File: config.mk
export PLATFORM = sky130hd
export DESIGN_NAME = jcnt_phase_decoder
export DESIGN_NICKNAME = d
export VERILOG_FILES = /design/src/rtl/jcnt_phase_decoder.sv
export SDC_FILE = /design/constraint.sdc
export NUM_CORES = 1
export LEC_CHECK = 0
export CAP_MARGIN = 40
export CORE_AREA = 2 2 69 71
export CTS_BUF_LIST = sky130_fd_sc_hd__clkbuf_8
export CTS_CLUSTER_DIAMETER = 100
export DETAILED_ROUTE_END_ITERATION = 10
export DIE_AREA = 0 0 71 73
export MAX_ROUTING_LAYER = met4
export PLACE_DENSITY = 0.66
export SYNTH_ARGS = -nofsm -noshare
export SYNTH_HDL_FRONTEND = slang
export SYNTH_SLANG_ARGS = --single-unit
File: constraint.sdc
create_clock -name clk -period 3.3 [get_ports clk]
set_clock_uncertainty 0.15 [all_clocks]
set_input_delay 0.33 -clock clk [delete_from_list [all_inputs] [get_ports clk]]
set_output_delay 0.33 -clock clk [all_outputs]
set_load 0.02 [all_outputs]
File: src/rtl/jcnt_phase_decoder.sv
// Johnson-code phase decoder: validates each sampled code against the canonical
// sequence, reports phase, tracks lock and counts revolutions while locked.
module jcnt_phase_decoder #(
    parameter int WIDTH     = 4,
    parameter int LOCK_CNT  = 3,
    parameter int ERR_LIMIT = 2,
    parameter int REV_W     = 8
) (
    input  logic                          clk,
    input  logic                          rst,
    input  logic                          sample_en,
    input  logic [WIDTH-1:0]              jc_in,
    output logic [2*WIDTH-1:0]            phase,
    output logic [$clog2(2*WIDTH)-1:0]    phase_idx,
    output logic                          locked,
    output logic                          code_err,
    output logic                          seq_err,
    output logic                          rev_pulse,
    output logic [REV_W-1:0]              rev_cnt
);
    localparam int N     = 2 * WIDTH;
    localparam int IDX_W = $clog2(N);
    localparam int GW    = $clog2(LOCK_CNT + 1);
    localparam int EW    = $clog2(ERR_LIMIT + 1);

    typedef enum logic [1:0] {
        ST_UNLOCKED = 2'd0,
        ST_TRACK    = 2'd1,
        ST_LOCKED   = 2'd2
    } state_t;

    // Code for index k: a run of k ones filling from the LSB, then zeros shifting in.
    function automatic logic [WIDTH-1:0] code_of(input int k);
        logic [WIDTH-1:0] ones;
        ones = '1;
        if (k <= WIDTH) code_of = ones >> (WIDTH - k);
        else            code_of = ones << (k - WIDTH);
    endfunction

    logic [N-1:0] match;
    for (genvar gi = 0; gi < N; gi++) begin : g_match
        assign match[gi] = (jc_in == code_of(gi));
    end

    state_t             state_q, state_d;
    logic [GW-1:0]      good_cnt_q, good_cnt_d;
    logic [EW-1:0]      err_cnt_q, err_cnt_d;
    logic [IDX_W-1:0]   prev_idx_q, prev_idx_d;
    logic               prev_valid_q, prev_valid_d;
    logic [N-1:0]       phase_q, phase_d;
    logic [IDX_W-1:0]   phase_idx_q, phase_idx_d;
    logic               code_err_q, code_err_d;
    logic               seq_err_q, seq_err_d;
    logic               rev_pulse_q, rev_pulse_d;
    logic [REV_W-1:0]   rev_cnt_q, rev_cnt_d;

    logic [IDX_W-1:0]   code_idx;
    logic [IDX_W-1:0]   succ_idx;
    logic               legal, stall, is_succ, prev_last;

    always_comb begin
        code_idx = '0;
        for (int k = 0; k < N; k++) begin
            if (match[k]) code_idx = k[IDX_W-1:0];
        end
    end

    assign prev_last = (prev_idx_q == IDX_W'(N - 1));
    assign succ_idx  = prev_last ? '0 : prev_idx_q + 1'b1;
    assign legal     = |match;
    assign stall     = legal && prev_valid_q && (code_idx == prev_idx_q);
    assign is_succ   = legal && prev_valid_q && (code_idx == succ_idx);

    always_comb begin
        state_d      = state_q;
        good_cnt_d   = good_cnt_q;
        err_cnt_d    = err_cnt_q;
        prev_idx_d   = prev_idx_q;
        prev_valid_d = prev_valid_q;
        phase_d      = phase_q;
        phase_idx_d  = phase_idx_q;
        rev_cnt_d    = rev_cnt_q;
        code_err_d   = 1'b0;
        seq_err_d    = 1'b0;
        rev_pulse_d  = 1'b0;

        if (sample_en) begin
            if (legal) begin
                phase_d     = match;
                phase_idx_d = code_idx;
            end else begin
                phase_d     = '0;
            end

            if (!stall) begin
                // In LOCKED a corrupt sample keeps the last good reference code.
                if (legal) begin
                    prev_idx_d   = code_idx;
                    prev_valid_d = 1'b1;
                end else if (state_q != ST_LOCKED) begin
                    prev_valid_d = 1'b0;
                end

                case (state_q)
                    ST_UNLOCKED: begin
                        if (legal) begin
                            state_d    = ST_TRACK;
                            good_cnt_d = '0;
                        end else begin
                            code_err_d = 1'b1;
                        end
                    end
                    ST_TRACK: begin
                        if (!legal) begin
                            code_err_d = 1'b1;
                            good_cnt_d = '0;
                            state_d    = ST_UNLOCKED;
                        end else if (is_succ) begin
                            good_cnt_d = good_cnt_q + 1'b1;
                            if (good_cnt_q == GW'(LOCK_CNT - 1)) begin
                                state_d   = ST_LOCKED;
                                err_cnt_d = '0;
                            end
                        end else begin
                            seq_err_d  = 1'b1;
                            good_cnt_d = '0;
                        end
                    end
                    ST_LOCKED: begin
                        if (is_succ) begin
                            err_cnt_d = '0;
                            if (prev_last) begin
                                rev_pulse_d = 1'b1;
                                rev_cnt_d   = rev_cnt_q + 1'b1;
                            end
                        end else begin
                            code_err_d = !legal;
                            seq_err_d  = legal;
                            if (err_cnt_q == EW'(ERR_LIMIT - 1)) begin
                                state_d    = ST_UNLOCKED;
                                err_cnt_d  = '0;
                                good_cnt_d = '0;
                            end else begin
                                err_cnt_d  = err_cnt_q + 1'b1;
                            end
                        end
                    end
                    default: state_d = ST_UNLOCKED;
                endcase
            end
        end
    end

    always_ff @(posedge clk) begin
        if (rst) begin
            state_q      <= ST_UNLOCKED;
            good_cnt_q   <= '0;
            err_cnt_q    <= '0;
            prev_idx_q   <= '0;
            prev_valid_q <= 1'b0;
            phase_q      <= '0;
            phase_idx_q  <= '0;
            code_err_q   <= 1'b0;
            seq_err_q    <= 1'b0;
            rev_pulse_q  <= 1'b0;
            rev_cnt_q    <= '0;
        end else begin
            state_q      <= state_d;
            good_cnt_q   <= good_cnt_d;
            err_cnt_q    <= err_cnt_d;
            prev_idx_q   <= prev_idx_d;
            prev_valid_q <= prev_valid_d;
            phase_q      <= phase_d;
            phase_idx_q  <= phase_idx_d;
            code_err_q   <= code_err_d;
            seq_err_q    <= seq_err_d;
            rev_pulse_q  <= rev_pulse_d;
            rev_cnt_q    <= rev_cnt_d;
        end
    end

    assign phase     = phase_q;
    assign phase_idx = phase_idx_q;
    assign locked    = (state_q == ST_LOCKED);
    assign code_err  = code_err_q;
    assign seq_err   = seq_err_q;
    assign rev_pulse = rev_pulse_q;
    assign rev_cnt   = rev_cnt_q;

endmodule

== After elaboration in Yosys (flattened, before gate mapping) ==
Index checks and enable logic that the tools add are counted.
Cells by class
  reductions and logical operators: 20
  magnitude comparators: 0
  shift-type cells: 0
  eq/ne operators: 23
  div/mod/pow operators: 0
  add/sub/neg operators: 4
  multipliers: 0
  bitwise operators: 4
  muxes and demuxes: 36
Operators with widths (count)
  2-bit 2-to-1 mux: 14
  3-bit 2-to-1 mux: 7
  4-bit equality test, second input constant: 4
  2-bit != test, second input constant: 6
  2-bit case mux with 3 select lines: 2
  6-bit AND reduction: 2
  1-bit 2-to-1 mux: 9
  8-bit by 1-bit adder with 8-bit output, second input constant: 1
  8-bit 2-to-1 mux: 1
  8-bit OR reduction: 1
  7-bit AND reduction: 1
  3-bit equality test: 2
  3-bit != test, second input constant: 2
  3-bit AND reduction: 2
  5-bit AND reduction: 1
  5-bit OR reduction: 1
  2-bit by 1-bit adder with 2-bit output, second input constant: 2
  2-bit by 1-bit equality test with 1-bit output, second input constant: 2
  2-bit equality test, second input constant: 2
  4-bit by 1-bit equality test with 1-bit output, second input constant: 1
  4-bit by 2-bit equality test with 1-bit output, second input constant: 1
  4-bit by 3-bit equality test with 1-bit output, second input constant: 1
  4-bit logical NOT: 1
  1-bit NOT: 4
  other kinds (13): 17
Storage, ports and cells
  bits in registers: 32
  bits in writable memories: 0
  output and inout bits: 23
  memories: 0
  memory bits (read-only): 0
  input port bits: 7
  word-level logic and storage cells: 98
  bits in latches: 0

== Longest topological paths before layout ==
  depth after elaboration: 13
  gate-level depth with buffers: 9
  mapped depth without buffers: 8

== Worst setup path after synthesis ==
No wires, ideal clock.
  path type: reg-to-reg
  start point: register prev_idx_q[0]
  end point: register rev_cnt_q[7] (netlist: rev_cnt[7])
  data required time: 3.035 ns
  setup time: 0.115 ns
  cell stages (with the launch flop): 10
  arrival time: 2.163 ns
  setup slack: 0.872 ns
  period minus slack after synthesis: 2.428 ns
  path through: dfxtp_1 ha_1 ha_1 nor4bb_1 a41oi_1 a211oi_2 o211ai_2 buf_6 o31a_1 o21ba_1
Between the ends
  longest elaborated chain between the ends: 5
  elaborated cells between the ends (all ways): 9
  classes of those cells: add/sub (1); eq/ne (3); mux (1); bitwise (1); reduce/logical (3)
RTL lines
  from (decl): RTL line 48  | logic [IDX_W-1:0] prev_idx_q, prev_idx_d;
  from (signal assigned): RTL line 171  | prev_idx_q <= prev_idx_d;
  3-bit by 1-bit adder with 3-bit output or 3-bit equality test (tied branches): RTL line 69, 68
  3-bit 2-to-1 mux: RTL line 69  | assign succ_idx = prev_last ? '0 : prev_idx_q + 1'b1;
  3-bit equality test: RTL line 72  | assign is_succ = legal && prev_valid_q && (code_idx == succ_idx);
  1-bit logical AND: RTL line 72
  5-bit AND reduction (no line) (*)
  to (signal assigned): RTL line 178  | rev_cnt_q <= rev_cnt_d;
  to (decl): RTL line 55  | logic [REV_W-1:0] rev_cnt_q, rev_cnt_d;
Mark *: on every way between the ends. The rest lies on a longest branch, timed or not.
A chain may end at the register's enable or synchronous reset.

== Worst setup path in the final report ==
  start point: register prev_idx_q[0]
  end point: register rev_cnt_q[3] (netlist: rev_cnt[3])
The elaborated chain is that of the path after synthesis.

==> metrics.txt <==
warnings from Yosys=0; maximum ir drop on the vdd rail=219 µV; DR WL/cell=13.5 µm; setup_tns=0 ns; fill cell count=448; synthesized area per cell=8.89 µm²; RSZ-0062 raised after global routing=false; final instance count without filler cells=296; effective utilization at floorplan=41.9%; number of antenna repair diodes=0; buffer levels on the longest clock path=2; worst hold path class=register to register; Post-CTS Setup Bufs=0; endpoint of the worst setup timing path=rev_cnt[3]; final setup violating endpoints=0; number of enable flip-flop cells after synthesis=0; half-perimeter wire length after detailed placement=2810 µm; peak clock frequency supported by timing=0.358 GHz; total clock buffers created by CTS=5; power density over the cells=391 mW/mm²; Area Growth Syn to Fin=21.5%; number of max-cap violations=0; total die area=0.00518 mm²; compound-cell area share of the yosys netlist=18.7%; TritonCTS clock tree=yes; CP Capture Type=register; startpoint of the most critical register-to-register path=prev_idx_q[0]; FF+latch count, synth=32; number of buffers inserted by port buffering=29; top-level port count=30; adder-cell share of the synthesized area=5.26%; type of the worst setup path=register to register; fraction of final layout cells sized beyond drive strength 1=10.3%; Finished Cell Area=0.00231 mm²; post-route clock period utilization=84.6%; slew at the pin with the worst max-slew slack=0.652 ns; first-pass iteration count of the detailed router=4; routed vias/inst=5.56; DR DRC count=0; critical path data arrival time=2.86 ns; remaining max-slew budget at the tightest pin=56.4%; Static Leakage=0.819 nW; pin count of the biggest net entering global routing=21; Max Slew Vio Count=0; area share of and/or/nand/nor cells after synthesis=25.7%; vias in the first global route=1493; Critical Path Start=prev_idx_q[0]; clock slew seen by the registers of the worst setup and hold paths=0.07 ns; total placed instance area=0.00220 mm²; global router's overall resource usage=17.3%; vias after detailed routing=1647; Crit Reg-Reg Endpoint=rev_cnt[3]; Worst Path Max Fanout=12; initial antenna violation count=0; multiplexer share of the synthesized area=6.51%; Worst Reg-to-Reg Cells=8; share of synthesized area occupied by flip-flops and latches=33.7%; setup slack, reg-to-reg=0.51 ns; most used flip-flop cell after synthesis=dfxtp_1; result of the run=finished clean; Critical Path RT=3.36 ns; clock latency reported for the late side of the worst-skew pair=0.28 ns; net count reported at finish=256; total congestion overflow after global routing=0; type of origin of the critical path=register; std cell rows=25; number of library cell types mapped by synthesis=50; number of gates resized after cts=0; cts-stage hold buffer count=0; wire length of the first global-routing pass=6980 µm; area share of xor/xnor cells in the synthesized design=2.70%; largest family of logic cells by synthesized area=simple AND/OR/NAND/NOR gates; maximum level of the CTS H-tree=2; Routed Antenna Nets=0; Hold Violations, Final=0; final critical-path required period=2.79 ns; synthesized area=0.00190 mm²; placeable core region=0.00454 mm²; Die Ht=73 µm; Starting DRT DRC Count=97; gate count after technology mapping=214; final weighted congestion in routability-driven placement=0.769; clock root buffer master=clkbuf_8; floorplan die width=71 µm; wire length reported by the detailed router=4000 µm; count of placed standard cells including taps=288; Clock Sink Count=32; async set-or-reset flop fraction in the synthesized netlist=0%; nets in the synthesized netlist=229
-- synth_stat cells (5+ instances only) --
cell type   n  share of area (%)
dfxtp_1    32                 34
a21oi_1    21                5.5
nand2b_1   17                5.6
nor2_1     13                2.6
inv_1      11                2.2
mux2i_1     9                4.7
ha_1        8                5.3
nand3_1     8                2.1
nand2_1     7                1.4
or3_1       6                2.0
buf_6       5                3.0
clkbuf_1    5               0.99
nor3_1      5                1.3
o21ai_0     5                1.3
-- cell usage in the layout, fill, tap and decap left out, types with 2 or more instances in the layout --
master,synthesis,final
a21oi_1,21,21
a21oi_2,2,2
a41oi_1,2,2
and2_1,2,2
and3_1,2,2
and4b_1,2,2
buf_4,2,6
clkbuf_8,0,5
clkdlybuf4s50_1,0,29
dfxtp_1,32,32
ha_1,8,8
inv_1,11,12
mux2i_1,9,9
nand2_1,7,7
nand2b_1,17,17
nand3_1,8,8
nand4_1,4,4
nand4b_1,4,4
nor2_1,13,13
nor3_1,5,5
nor3_2,2,2
nor4_1,3,3
o2111ai_1,4,4
o21ai_0,5,5
o22ai_1,3,3
o31a_1,2,2
or3_1,6,6
or4b_1,2,2
xor2_1,3,3
-- metal layers --
metal | wire, µm | GRT usage [%]
met3 | 166 | 3.59
met4 | 29 | 6.92
met1 | 1840 | 21.4
met2 | 1960 | 27.9
met5 | 0 | -
-- kinds of logic (layout without fill, tap and decap cells) --
family,count (synthesis),in the layout
xor gates and xnor gates,5,5
DFF,32,32
AOI/OAI and AO/OA,50,50
adders and majority gates,8,8
buffers and inverters,26,54
muxes,11,11
and+or+nand+nor,82,82
-- critical path: stages, from the launching register on --
cell and delay [ns]:
dfxtp_1 0.38, ha_1 0.23, ha_1 0.31, nor4bb_1 0.29
a41oi_1 0.12, a211oi_2 0.37, o211ai_2 0.30, or3_1 0.44
a21oi_1 0.14
-- where the power goes --
group	switching, mW	internal, mW	total (mW)
Clock	0.145	0.221	0.366
Sequential	0.00749	0.394	0.401
Combinational	0.0764	0.0600	0.136
-- through the flow --
stage	hold WS, ns	setup WS [ns]	power [mW]	util, %
global placement	0.287	0.296	0.545	48.6
finish	0.309	0.507	0.904	51.0
detailed placement	0.292	0.240	0.546	48.6
global route	0.337	0.262	0.939	51.0
floorplan	0.273	0.872	0.513	-
CTS	0.306	0.503	0.913	51.0
-- registers in the layout, indices dropped and copies added (netlist names) --
name and count:
phase 8, rev_cnt 8, phase_idx 3, prev_idx_q 3
err_cnt_q 2, good_cnt_q 2, state_q 2, code_err 1
prev_valid_q 1, rev_pulse 1, seq_err 1
-- layout make-up --
type                    instances  area [µm²]  area share (%)
flip-flops and latches         32         641            27.7
clock inverters                 3        38.8            1.68
inverters                      11        41.3            1.79
multi-input cells             156        1120            48.4
clock buffers                   5        68.8            2.98
well taps                      54        67.6            2.92
repair buffers                 35         335            14.5
-- how the worst min path moves through the flow --
stage / startpoint / end / slack [ns] / depth (start not counted)
after floorplan: err_cnt_q[1] / err_cnt_q[1] / 0.27 / 2
after CTS: err_cnt_q[1] / err_cnt_q[1] / 0.31 / 2
after detailed placement: err_cnt_q[1] / err_cnt_q[1] / 0.29 / 2
final: err_cnt_q[1] / err_cnt_q[1] / 0.31 / 2
after global placement: err_cnt_q[1] / err_cnt_q[1] / 0.29 / 2
after global routing: phase_idx[2] / phase_idx[2] / 0.34 / 2
No activity file was read; power rests on OpenSTA's default activity.
